==> config.mk <==
export PLATFORM = sky130hd
export DESIGN_NAME = piso_serializer
export DESIGN_NICKNAME = d
export VERILOG_FILES = /design/src/rtl/piso_serializer.sv
export SDC_FILE = /design/constraint.sdc
export NUM_CORES = 1
export LEC_CHECK = 0
export BUFFER_PORTS_ARGS = -buffer_cell sky130_fd_sc_hd__buf_2
export CAP_MARGIN = 20
export CORE_AREA = 3 3 44 46
export CTS_CLUSTER_DIAMETER = 50
export DETAILED_ROUTE_END_ITERATION = 8
export DIE_AREA = 0 0 47 49
export PLACE_DENSITY = 0.69
export SYNTH_ARGS = -nofsm -noshare
export SYNTH_HDL_FRONTEND = slang
export SYNTH_SLANG_ARGS = --single-unit
==> constraint.sdc <==
create_clock -name clk -period 1.3 [get_ports clk]
set_input_delay 0.13 -clock clk [delete_from_list [all_inputs] [get_ports clk]]
set_output_delay 0.13 -clock clk [all_outputs]
set_load 0.01 [all_outputs]
==> src/rtl/piso_serializer.sv <==
// Parallel-in serial-out transmitter: WIDTH-bit word in over valid/ready, out LSB first on ser_o.
// Define PISO_PARITY_EN to append one even-parity bit to every frame.
module piso_serializer #(
    parameter int WIDTH = 8
) (
    input  logic             clk,
    input  logic             rst,
    input  logic [WIDTH-1:0] data_i,
    input  logic             valid_i,
    output logic             ready_o,
    output logic             ser_o,
    output logic             busy_o,
    output logic             last_o
);

    localparam int CW = $clog2(WIDTH + 1);
    localparam logic [CW-1:0] LAST_IDX = CW'(WIDTH - 1);

`ifdef PISO_PARITY_EN
    typedef enum logic [1:0] {
        ST_IDLE   = 2'd0,
        ST_SHIFT  = 2'd1,
        ST_PARITY = 2'd2
    } state_t;
`else
    typedef enum logic [1:0] {
        ST_IDLE  = 2'd0,
        ST_SHIFT = 2'd1
    } state_t;
`endif

    state_t           state_q, state_d;
    logic [WIDTH-1:0] shift_q, shift_d;
    logic [CW-1:0]    cnt_q, cnt_d;
    logic             ser_q, ser_d;
    logic             busy_q, busy_d;
    logic             last_q, last_d;
    logic             ready_q, ready_d;
`ifdef PISO_PARITY_EN
    logic             par_q, par_d;
`endif
    logic             accept;

    assign accept = valid_i && ready_q;

    always_comb begin
        state_d = state_q;
        shift_d = shift_q;
        cnt_d   = cnt_q;
        ser_d   = ser_q;
        busy_d  = busy_q;
        last_d  = last_q;
        ready_d = ready_q;
`ifdef PISO_PARITY_EN
        par_d   = par_q;
`endif
        if (accept) begin
            // Bit 0 goes straight to the output flop; shift_q holds the bits still to send.
            state_d = ST_SHIFT;
            shift_d = data_i >> 1;
            cnt_d   = '0;
            ser_d   = data_i[0];
            busy_d  = 1'b1;
            last_d  = 1'b0;
            ready_d = 1'b0;
`ifdef PISO_PARITY_EN
            par_d   = data_i[0];
`endif
        end else begin
            case (state_q)
                ST_IDLE: begin
                    ser_d   = 1'b0;
                    busy_d  = 1'b0;
                    last_d  = 1'b0;
                    ready_d = 1'b1;
                end
                ST_SHIFT: begin
                    if (cnt_q == LAST_IDX) begin
`ifdef PISO_PARITY_EN
                        state_d = ST_PARITY;
                        cnt_d   = cnt_q + CW'(1);
                        ser_d   = par_q;
                        busy_d  = 1'b1;
                        last_d  = 1'b1;
                        ready_d = 1'b1;
`else
                        state_d = ST_IDLE;
                        cnt_d   = '0;
                        ser_d   = 1'b0;
                        busy_d  = 1'b0;
                        last_d  = 1'b0;
                        ready_d = 1'b1;
`endif
                    end else begin
                        shift_d = shift_q >> 1;
                        cnt_d   = cnt_q + CW'(1);
                        ser_d   = shift_q[0];
                        busy_d  = 1'b1;
`ifdef PISO_PARITY_EN
                        par_d   = par_q ^ shift_q[0];
                        last_d  = 1'b0;
                        ready_d = 1'b0;
`else
                        last_d  = ((cnt_q + CW'(1)) == LAST_IDX);
                        ready_d = ((cnt_q + CW'(1)) == LAST_IDX);
`endif
                    end
                end
`ifdef PISO_PARITY_EN
                ST_PARITY: begin
                    state_d = ST_IDLE;
                    cnt_d   = '0;
                    ser_d   = 1'b0;
                    busy_d  = 1'b0;
                    last_d  = 1'b0;
                    ready_d = 1'b1;
                end
`endif
                default: begin
                    state_d = ST_IDLE;
                    cnt_d   = '0;
                    ser_d   = 1'b0;
                    busy_d  = 1'b0;
                    last_d  = 1'b0;
                    ready_d = 1'b1;
                end
            endcase
        end
    end

    always_ff @(posedge clk) begin
        if (rst) begin
            state_q <= ST_IDLE;
            shift_q <= '0;
            cnt_q   <= '0;
            ser_q   <= 1'b0;
            busy_q  <= 1'b0;
            last_q  <= 1'b0;
            ready_q <= 1'b1;
`ifdef PISO_PARITY_EN
            par_q   <= 1'b0;
`endif
        end else begin
            state_q <= state_d;
            shift_q <= shift_d;
            cnt_q   <= cnt_d;
            ser_q   <= ser_d;
            busy_q  <= busy_d;
            last_q  <= last_d;
            ready_q <= ready_d;
`ifdef PISO_PARITY_EN
            par_q   <= par_d;
`endif
        end
    end

    assign ready_o = ready_q;
    assign ser_o   = ser_q;
    assign busy_o  = busy_q;
    assign last_o  = last_q;

endmodule

==> key figures <==
Place
  • Global placer's final weighted congestion: ~0.76
  • Dpl ws: -1.284 ps
  • Placed wire-length estimate: 1140 µm
  • Port bufs: 14

Synth
  • Synth warn: 0
  • Top post-synthesis cells by area: dfxtp_1 (44%), o21ai_0 (9.0%), a21oi_1 (7.6%)
  • Synth Instances: 88
  • Register area share after synthesis: between 40 and 50%
  • #FFs+latches synth: 16
  • Top-area cell type share of the netlist area: ~44%
  • Syn_nets: ~100
  • Unique masters post-synth: 26
  • Synthesized area per cell: between 8 and 9 µm²
  • Syn Std Cell Area: slightly above 700 µm²
  • Area leader, netlist: dfxtp_1

Global routing
  • Largest net degree at the start of global routing: 12
  • GR Util All Layers: 16.22%
  • Initial antenna violation count: 0
  • Global-route wire length before repair: approximately 2700 µm
  • Number of global-route vias before repair: ~630
  • Gr ovfl total: 0

Worst setup path
  • Crit end category: register
  • WP data arrival: ~1400 ps
  • Startpoint Class: register
  • Crit Path Max Fanout: 6
  • CP Cell Sequence: ha_4, and4b_1, o211ai_1, a41oi_2
  • Worst path top cell family by delay: flip-flops
  • Req. time, crit path: 1470 ps
  • Crit-path slowest cell: dfxtp_2
  • Worst setup path category: register to register
  • Crit path largest cell delay: about 380 ps
  • CP bufs+invs: 0

Routing
  • Wire per inst: 13.46 µm
  • WL final: 1696 µm
  • Vias per cell: roughly 5.8
  • Total number of vias: approximately 730
  • # DRC: 0
  • DR iter-0 viols: 23
  • ANT nets after route: 0
  • Pre-antenna DRT Iters: 7

STA
  • Fin. Hold Viols: 0
  • Final Cycle Share: approximately 97%
  • RSZ-0062 raised after global routing: yes
  • Worst Slack Setup Final: ~43 ps
  • Relative max-transition margin: approximately 74%
  • Clk_skew: slightly below 0.6 ps
  • # setup viols final: 0
  • Slew Limit Fails: 0
  • Worst Tran Pin Value: 391.8 ps
  • FMAX: roughly 0.80 GHz
  • Setup_tns: 0 ps
  • Min Tclk post-route: between 1000 and 1500 ps

Run status
  • Status: finished, final reports clean

Floorplanning
  • Initial core utilization: a little under half
  • Die area: about 2300 µm²
  • Die Ht: 49 µm
  • Row count: 14
  • Core Area: approximately 1500 µm²
  • Die Wd: 47 µm
  • I/O pin count: 15

Run
  • Max-Cap Viols: 0

Clocking
  • Clock latency on the worst-skew pair: roughly 290 ps
  • TritonCTS Sinks: 16
  • CTS tree: built
  • H-Tree Depth: 1
  • Root Driver: clkbuf_4
  • CTS buffer count: 3
  • Clk pin slew, worst setup/hold paths: 100 ps
  • Clk buf depth: 2

Power and ir drop
  • Leak Pwr: 0.3673 nW
  • VDD IR max: roughly 650 µV
  • PwrDens: roughly 1100 nW/µm²

Final layout
  • Proportion of layout cells with a drive suffix above 1: 31.82%
  • P&R area growth vs syn: 29.19%
  • Post-Route Utilization: about three fifths
  • # nets final: approximately 120
  • Number of diodes: 0

Min path
  • Tightest Hold Check Type: primary input to register
[path summary, 6_finish.rpt]
kind,startpoint,cells past startpoint,end,slack (ps)
max,cnt_q[0]$_SDFFE_PP0P_,4,ready_o$_SDFF_PP1_,40
min,data_i[0],3,ser_o$_SDFF_PP0_,70
max reg2reg,cnt_q[0]$_SDFFE_PP0P_,4,ready_o$_SDFF_PP1_,40
min reg2reg,shift_q[1]$_SDFFE_PP0P_,2,shift_q[1]$_SDFFE_PP0P_,480
[power breakdown]
group          leakage (nW)  internal, W  switching (W)  total, W
Sequential            0.133     0.000524      0.0000227  0.000547
Combinational         0.213    0.0000678      0.0000859  0.000154
Clock                0.0210     0.000171       0.000164  0.000334
[area by class of cell]
type | count | area [µm²]
Multi-Input combinational cell | 63 | 397.9
Clock buffer | 4 | 36.28
Inverter | 4 | 15.01
Timing Repair Buffer | 23 | 141.4
Fill cell | 142 | 605.6
Sequential cell | 16 | 325.3
Tap cell | 16 | 20.02
[synthesized netlist by cell type]
| cell | number |
|---|---|
| a2111oi_0 | 1 |
| a211oi_1 | 1 |
| a21boi_1 | 1 |
| a21oi_1 | 11 |
| a31oi_1 | 6 |
| a41oi_1 | 1 |
| and2_1 | 1 |
| and3b_1 | 1 |
| and4b_1 | 1 |
| buf_2 | 1 |
| clkbuf_1 | 3 |
| clkbuf_2 | 1 |
| dfxtp_1 | 16 |
| ha_1 | 2 |
| inv_1 | 3 |
| inv_2 | 1 |
| nand2_1 | 5 |
| nand3b_1 | 1 |
| nand4_1 | 3 |
| nor2_1 | 6 |
| nor3_1 | 2 |
| o211ai_1 | 2 |
| o21a_1 | 1 |
| o21ai_0 | 13 |
| or3_1 | 3 |
| xor2_1 | 1 |
[repair_timing]
action	CTS	global route
buffers inserted	0	0
pin swaps	0	0
endpoints found under the setup margin	5	12
hold buffers	0	0
resized for setup	1	11
[routing by layer]
metal  global-route usage (%)  vias up  routed length (µm)
li1                         -      371                   -
met1                    22.82      327                 804
met2                    22.62       28                 764
met3                    4.428        8                  98
met4                    6.912        0                  28
met5                        0        -                   0
[placed cells by master, fill, tap and decap left out]
cell type / count
a41oi_2: 1
and2_1: 1
o21ai_1: 1
ha_4: 1
nor3_1: 2
inv_1: 3
buf_4: 8
and4b_1: 1
nand3b_1: 1
clkbuf_8: 1
dfxtp_2: 1
xor2_1: 1
a211oi_2: 1
nand4_1: 3
o21a_1: 1
a21boi_1: 1
a21oi_1: 11
nor2_1: 6
or3_1: 3
a2111oi_1: 1
o211ai_1: 2
dfxtp_4: 1
o21ai_0: 12
and3b_2: 1
ha_2: 1
nand2_1: 5
dfxtp_1: 14
a31oi_1: 6
clkbuf_4: 3
buf_2: 14
inv_2: 1
buf_6: 1
[logic make-up after synthesis]
logic type / share of synthesized area [%]
xor gates and xnor gates: 1.209
buffers and inverters: 5.007
DFF: 44.21
AOI/OAI and AO/OA: 29.36
and+or+nand+nor: 16.75
adders and majority gates: 3.454
[tightest hold or removal path: stages]
cell     delay, ps
buf_2           90
nand2_1         40
a21oi_1         50
[flip-flops by register name (all words and copies together), names as in the netlist]
name / flops
cnt_q: 4
state_q: 1
ready_o: 1
ser_o: 1
busy_o: 1
shift_q: 7
last_o: 1
[stage by stage]
step / std cells / power [W] / cell area (µm²) / hold WS [ps]
after floorplan: 88 / 0.0006408 / 724.4 / 270.5
after global placement: 122 / 0.0007002 / 860.8 / 377.4
after detailed placement: 122 / 0.0007023 / 860.8 / 378.3
after CTS: 126 / 0.001033 / 899.6 / 60.13
after global routing: 126 / 0.001085 / 935.9 / 51.41
final: 126 / 0.001035 / 935.9 / 69.10
No activity file was read; power rests on OpenSTA's default activity.
